### src/rtl/cronometro_bcd.sv
// MM:SS BCD stopwatch. The seconds time base comes from the divider's slow
// square wave (every edge of tick_in is one second). The start/stop and clear
// pushbuttons are synchronized and debounced. Four active-low seven-segment
// displays are driven from the registered digits.
module cronometro_bcd #(
  parameter int MAX_MINUTES     = 59,
  parameter int DEBOUNCE_CYCLES = 500000
) (
  input  logic       clock_50,
  input  logic       reset,
  input  logic       tick_in,
  input  logic       key_start_n,
  input  logic       key_clear_n,
  output logic [3:0] sec_uni,
  output logic [3:0] sec_dez,
  output logic [3:0] min_uni,
  output logic [3:0] min_dez,
  output logic [6:0] hex0,
  output logic [6:0] hex1,
  output logic [6:0] hex2,
  output logic [6:0] hex3,
  output logic       running,
  output logic       volta
);

  localparam int              CNT_W       = $clog2(DEBOUNCE_CYCLES + 1);
  localparam logic [CNT_W-1:0] CNT_LAST   = CNT_W'(DEBOUNCE_CYCLES - 1);
  localparam logic [3:0]      MAX_MIN_DEZ = 4'(MAX_MINUTES / 10);
  localparam logic [3:0]      MAX_MIN_UNI = 4'(MAX_MINUTES % 10);

  typedef enum logic [1:0] {
    ST_IDLE  = 2'd0,
    ST_RUN   = 2'd1,
    ST_PAUSE = 2'd2
  } state_t;

  // Active-low segment pattern {g,f,e,d,c,b,a}; non-BCD codes blank the digit.
  function automatic logic [6:0] seg7(input logic [3:0] digit);
    logic [6:0] seg;
    case (digit)
      4'd0:    seg = 7'b1000000;
      4'd1:    seg = 7'b1111001;
      4'd2:    seg = 7'b0100100;
      4'd3:    seg = 7'b0110000;
      4'd4:    seg = 7'b0011001;
      4'd5:    seg = 7'b0010010;
      4'd6:    seg = 7'b0000010;
      4'd7:    seg = 7'b1111000;
      4'd8:    seg = 7'b0000000;
      4'd9:    seg = 7'b0010000;
      default: seg = 7'b1111111;
    endcase
    return seg;
  endfunction

  // Index 0 is the start/stop key, index 1 is the clear key.
  logic [1:0]       key_sync1_r, key_sync2_r, key_db_r;
  logic [CNT_W-1:0] db_cnt_r [0:1];
  logic [1:0]       key_accept_s, key_press_s;

  logic   tick_ff1_r, tick_ff2_r, tick_ff3_r;
  logic   tick_event_s;

  state_t     state_r, state_next_s;
  logic [3:0] sec_uni_r, sec_dez_r, min_uni_r, min_dez_r;
  logic [3:0] sec_uni_next_s, sec_dez_next_s, min_uni_next_s, min_dez_next_s;
  logic       wrap_s, count_en_s;
  logic       running_r, volta_r;

  // A key's new level is accepted on the cycle its counter completes; a press is a 1->0 accept.
  always_comb begin
    for (int i = 0; i < 2; i++) begin
      key_accept_s[i] = (key_sync2_r[i] != key_db_r[i]) && (db_cnt_r[i] == CNT_LAST);
      key_press_s[i]  = key_accept_s[i] && !key_sync2_r[i];
    end
  end

  // Key synchronizers and debounce counters; any reversion restarts the count.
  always_ff @(posedge clock_50) begin
    if (reset) begin
      key_sync1_r <= 2'b11;
      key_sync2_r <= 2'b11;
      key_db_r    <= 2'b11;
      for (int i = 0; i < 2; i++) db_cnt_r[i] <= '0;
    end else begin
      key_sync1_r <= {key_clear_n, key_start_n};
      key_sync2_r <= key_sync1_r;
      for (int i = 0; i < 2; i++) begin
        if (key_sync2_r[i] != key_db_r[i]) begin
          if (key_accept_s[i]) begin
            key_db_r[i] <= key_sync2_r[i];
            db_cnt_r[i] <= '0;
          end else begin
            db_cnt_r[i] <= db_cnt_r[i] + CNT_W'(1);
          end
        end else begin
          db_cnt_r[i] <= '0;
        end
      end
    end
  end

  // Tick synchronizer plus one history stage for edge detection on either polarity.
  always_ff @(posedge clock_50) begin
    if (reset) begin
      tick_ff1_r <= 1'b0;
      tick_ff2_r <= 1'b0;
      tick_ff3_r <= 1'b0;
    end else begin
      tick_ff1_r <= tick_in;
      tick_ff2_r <= tick_ff1_r;
      tick_ff3_r <= tick_ff2_r;
    end
  end

  assign tick_event_s = tick_ff2_r ^ tick_ff3_r;

  // Next state: clear dominates, then start/stop toggles between RUN and PAUSE.
  always_comb begin
    state_next_s = state_r;
    if (key_press_s[1]) begin
      state_next_s = ST_IDLE;
    end else if (key_press_s[0]) begin
      case (state_r)
        ST_IDLE:  state_next_s = ST_RUN;
        ST_RUN:   state_next_s = ST_PAUSE;
        ST_PAUSE: state_next_s = ST_RUN;
        default:  state_next_s = ST_IDLE;
      endcase
    end else begin
      state_next_s = state_r;
    end
  end

  // Counting is judged on the pre-edge state, so a tick with a start press still counts in RUN.
  assign count_en_s = tick_event_s && (state_r == ST_RUN) && !key_press_s[1];

  // BCD cascade for the next digit values and the wrap flag.
  always_comb begin
    sec_uni_next_s = sec_uni_r;
    sec_dez_next_s = sec_dez_r;
    min_uni_next_s = min_uni_r;
    min_dez_next_s = min_dez_r;
    wrap_s         = 1'b0;
    if (key_press_s[1]) begin
      sec_uni_next_s = 4'd0;
      sec_dez_next_s = 4'd0;
      min_uni_next_s = 4'd0;
      min_dez_next_s = 4'd0;
    end else if (count_en_s) begin
      if (sec_uni_r < 4'd9) begin
        sec_uni_next_s = sec_uni_r + 4'd1;
      end else begin
        sec_uni_next_s = 4'd0;
        if (sec_dez_r < 4'd5) begin
          sec_dez_next_s = sec_dez_r + 4'd1;
        end else begin
          sec_dez_next_s = 4'd0;
          if ((min_dez_r == MAX_MIN_DEZ) && (min_uni_r == MAX_MIN_UNI)) begin
            min_uni_next_s = 4'd0;
            min_dez_next_s = 4'd0;
            wrap_s         = 1'b1;
          end else if (min_uni_r >= 4'd9) begin
            min_uni_next_s = 4'd0;
            min_dez_next_s = min_dez_r + 4'd1;
          end else begin
            min_uni_next_s = min_uni_r + 4'd1;
          end
        end
      end
    end else begin
      wrap_s = 1'b0;
    end
  end

  // State, digits and status flags are all registered together.
  always_ff @(posedge clock_50) begin
    if (reset) begin
      state_r   <= ST_IDLE;
      sec_uni_r <= 4'd0;
      sec_dez_r <= 4'd0;
      min_uni_r <= 4'd0;
      min_dez_r <= 4'd0;
      running_r <= 1'b0;
      volta_r   <= 1'b0;
    end else begin
      state_r   <= state_next_s;
      sec_uni_r <= sec_uni_next_s;
      sec_dez_r <= sec_dez_next_s;
      min_uni_r <= min_uni_next_s;
      min_dez_r <= min_dez_next_s;
      running_r <= (state_next_s == ST_RUN);
      volta_r   <= wrap_s;
    end
  end

  assign sec_uni = sec_uni_r;
  assign sec_dez = sec_dez_r;
  assign min_uni = min_uni_r;
  assign min_dez = min_dez_r;
  assign running = running_r;
  assign volta   = volta_r;
  assign hex0    = seg7(sec_uni_r);
  assign hex1    = seg7(sec_dez_r);
  assign hex2    = seg7(min_uni_r);
  assign hex3    = seg7(min_dez_r);

endmodule

### config.mk
export PLATFORM = sky130hd
export DESIGN_NAME = cronometro_bcd
export DESIGN_NICKNAME = d
export VERILOG_FILES = /design/src/rtl/cronometro_bcd.sv
export SDC_FILE = /design/constraint.sdc
export NUM_CORES = 1
export LEC_CHECK = 0
export BUFFER_PORTS_ARGS = -buffer_cell sky130_fd_sc_hd__buf_4
export CAP_MARGIN = 10
export CORE_ASPECT_RATIO = 1.4
export CORE_UTILIZATION = 57
export CTS_CLUSTER_DIAMETER = 60
export DETAILED_ROUTE_END_ITERATION = 8
export MAX_ROUTING_LAYER = met4
export PLACE_DENSITY = 0.76
export SETUP_SLACK_MARGIN = 0.05
export SLEW_MARGIN = 20
export SYNTH_ARGS = -nofsm -noshare
export SYNTH_HDL_FRONTEND = slang
export SYNTH_SLANG_ARGS = --single-unit
export TNS_END_PERCENT = 1
### constraint.sdc
create_clock -name clock_50 -period 6.85 [get_ports clock_50]
set_input_delay 1.37 -clock clock_50 [delete_from_list [all_inputs] [get_ports clock_50]]
set_output_delay 1.37 -clock clock_50 [all_outputs]
set_load 0.005 [all_outputs]
==> results.cfg <==
[run_status]
outcome = complete, no violations

[yosys]
yosysSeqAreaShare_pct = 44.9
synth_edf_count = 38
synth_area_per_cell_um2 = 10.3
ys_seq_elements = 95
async_reset_ff_share_pct = 0
yosys.cell_types.count = 83
synth_cells = 495
yosysWarnings = 0
ys.flop_type = dfxtp_1
syn_area_um2 = 5090

[setup_path]
ff2ff_setup_slack_ps = 3940
crit_slowest_cell = dfxtp_1
critPathKind = reg -> reg
required_ps = 7070
rr_worst_depth = 12
setup.worst_path.end_class = flop
path_cells = inv_1, ha_1, nand2b_1, nand4_2, nor2_4, a21oi_2, a31oi_2, nor2_1, inv_1, ha_1, a2bb2oi_1, o211ai_1
crit_path_start_kind = flop
cp.arrival_ps = 3130
timing.rr.start = sec_uni[1]
path_max_fanout = 11
crit_start = sec_uni[1]
endpoint = hex2[5]
r2r-end = hex2[5]
slowest_delay_ps = 470

[final_layout]
nets = 618
n_fill_cell = 673
final_core_util_pct = 69.2
area_growth_syn_to_layout_pct = 17.1
insertedDiodeCount = 0
layout-drive-gt1-share_pct = 17.9

[route]
antenna_left = 0
drc = 0
wl_per_cell_um = 13.8
vias = 3730
drt_first_iter_violations = 228
drt_wl_total_mm = 9.55
routed_via_density = 5.39
drtPass1Iterations = 4

[clock_network]
clkSinkCount = 95
cts_hold_buf = 0
cts_inserted_buffers = 9
clock_latency_ps = 340
post_cts_buffers = 0
clk_pin_slew_worst_paths_ps = 60
htreeDepth = 3
ctsResizeCount = 0
cts.path.max_buffers = 2
cts_tree = built
root_buffer = clkbuf_16

[floorplan]
die_w_um = 81.8
initial_core_util_pct = 59.1
core_area_um2 = 8610
dieArea_um2 = 9310
rows = 40
pin_count = 51
die_h_um = 114

[sta]
grt_setup_unrepaired = no
tightest_slew_ps = 707
hold_violations = 0
period_needed_ps = 2910
post-route-period-util_pct = 42.5
clock_skew_ps = 6.74
setup_violations = 0
slew_headroom_pct = 52.8
whs_ps = 422
maxSlewViolCount = 0
tns_ps = 0
fmax_mhz = 343

[global_routing]
gr-usage-all-layers_pct = 22.7
antenna_found_initial = 0
grt_pass1_vias = 3642
grt_first_pass_wirelength_mm = 16.2
grt_max_degree = 20
grt_overflow_total = 0

[placed_design]
place_congestion = 0.912
port_buffers = 50
hpwl_mm = 6.94

[power_and_ir_drop]
p_leak_nw = 2.49
ir_drop_v = 0.000136
powerDensity_nw_per_um2 = 193

[flow_run]
cap_violations = 0

[hold_path]
min_path_type = reg -> reg
## per-stage QoR
| step | setup slack [ps] | cells | power, mW | instance area (um2) |
|---|---|---|---|---|
| final | 3940 | 692 | 1.15 | 5960 |
| after CTS | 3940 | 692 | 1.16 | 5960 |
| after global routing | 3680 | 692 | 1.19 | 5960 |
| after floorplan | 3900 | 532 | 0.644 | 5230 |
| after detailed placement | 3700 | 676 | 0.652 | 5650 |
| after global placement | 3760 | 676 | 0.651 | 5650 |
## Yosys cell counts, drive strengths merged (4+ instances only)
cell	number	area (um2)
ha	31	388
nand2b	5	31.3
nor3	6	41.3
nor2b	4	27.5
o31ai	4	30.0
a31oi	9	77.6
buf	9	77.6
and3	11	70.1
a21oi	31	189
or3	4	30.0
or2	5	31.3
nor4bb	4	40.0
dfxtp	57	1140
o21ai	9	56.3
inv	29	109
nand3	24	138
xnor2	14	123
nor2	69	277
xor2	27	263
and4	6	55.1
mux2i	13	134
nand2	34	146
edfxtp	38	1140
nand4	6	43.8
## metal layers
layer	vias up	routed length (um)	global-route usage, %
met3	23	321	4.96
met2	62	4930	38.0
li1	1878	-	-
met1	1767	4030	25.3
met5	-	0	-
met4	0	272	10.5
## power by group
| part | leakage [nW] | switching, mW | internal [mW] |
|---|---|---|---|
| clock network | 0.148 | 0.205 | 0.304 |
| registers | 0.853 | 0.0116 | 0.599 |
| logic | 1.49 | 0.0186 | 0.0116 |
| total | 2.49 | 0.236 | 0.914 |
## worst min-delay path by stage
stage | startpoint | to | slack, ps | cells past startpoint
floorplan | key_sync1_r[0] | key_sync2_r[0] | 390 | 1
global placement | key_sync1_r[1] | key_sync2_r[1] | 400 | 1
detailed placement | key_sync1_r[1] | key_sync2_r[1] | 410 | 1
CTS | key_sync1_r[1] | key_sync2_r[1] | 430 | 1
global route | key_sync1_r[1] | key_sync2_r[1] | 450 | 1
finish | key_sync1_r[1] | key_sync2_r[1] | 420 | 1
## layout by cell type, fill, tap and decap left out, types with 3 or more instances in the layout
master     count
nor3_1         5
or2_2          5
conb_1        38
o21ai_1        3
nand2b_1       5
or3_1          3
o21ai_0        5
xor2_1        25
o31ai_1        4
edfxtp_1      38
nand2_1       32
inv_1         27
ha_1          31
and3_1        10
mux2i_1       12
and4_1         5
clkbuf_16     10
a31oi_1        7
o22ai_1        3
dfxtp_1       57
nor4bb_1       4
a21oi_1       26
a21oi_2        3
nor2b_1        3
nand3_1       22
xnor2_1       14
nor2_1        66
buf_4         50
nand4_1        5
## worst max-delay path, delay by kind of cell (launching register included)
family                     cells  cell delay (ps)
and+or+nand+nor                4             1060
DFF                            1              470
AOI/OAI and AO/OA              4              670
buffers and inverters          2              210
adders and majority gates      2              390
## state kept, by name (all words and copies together), names as in the netlist
register     cells
key_sync1_r      2
key_db_r         2
running          1
hex1             7
tick_ff1_r       1
sec_uni          4
min_uni          4
min_dez          4
volta            1
sec_dez          4
key_sync2_r      2
hex3             7
hex2             7
tick_ff2_r       1
tick_ff3_r       1
state_r          2
db_cnt_r        38
hex0             7
## cell families (layout without fill, tap and decap cells)
logic type | after synthesis | after routing | share of synthesized area (%)
muxes | 14 | 14 | 2.93
DFF | 95 | 95 | 44.9
AOI/OAI and AO/OA | 78 | 78 | 11.5
adders and majority gates | 31 | 31 | 7.63
and+or+nand+nor | 195 | 195 | 21.6
buffers and inverters | 40 | 95 | 3.81
xor gates and xnor gates | 41 | 41 | 7.58
other | 1 | 38 | 0.0737
## layout make-up
class | count | area, um2 | share of cell area [%]
multi-input cells | 397 | 2750 | 46.2
flip-flops and latches | 95 | 2280 | 38.3
repair buffers | 50 | 375 | 6.30
clock buffers | 11 | 254 | 4.26
well taps | 105 | 131 | 2.21
inverters | 29 | 109 | 1.83
clock inverters | 5 | 55.1 | 0.924
Note: power is estimated with default switching activity, not from simulation.
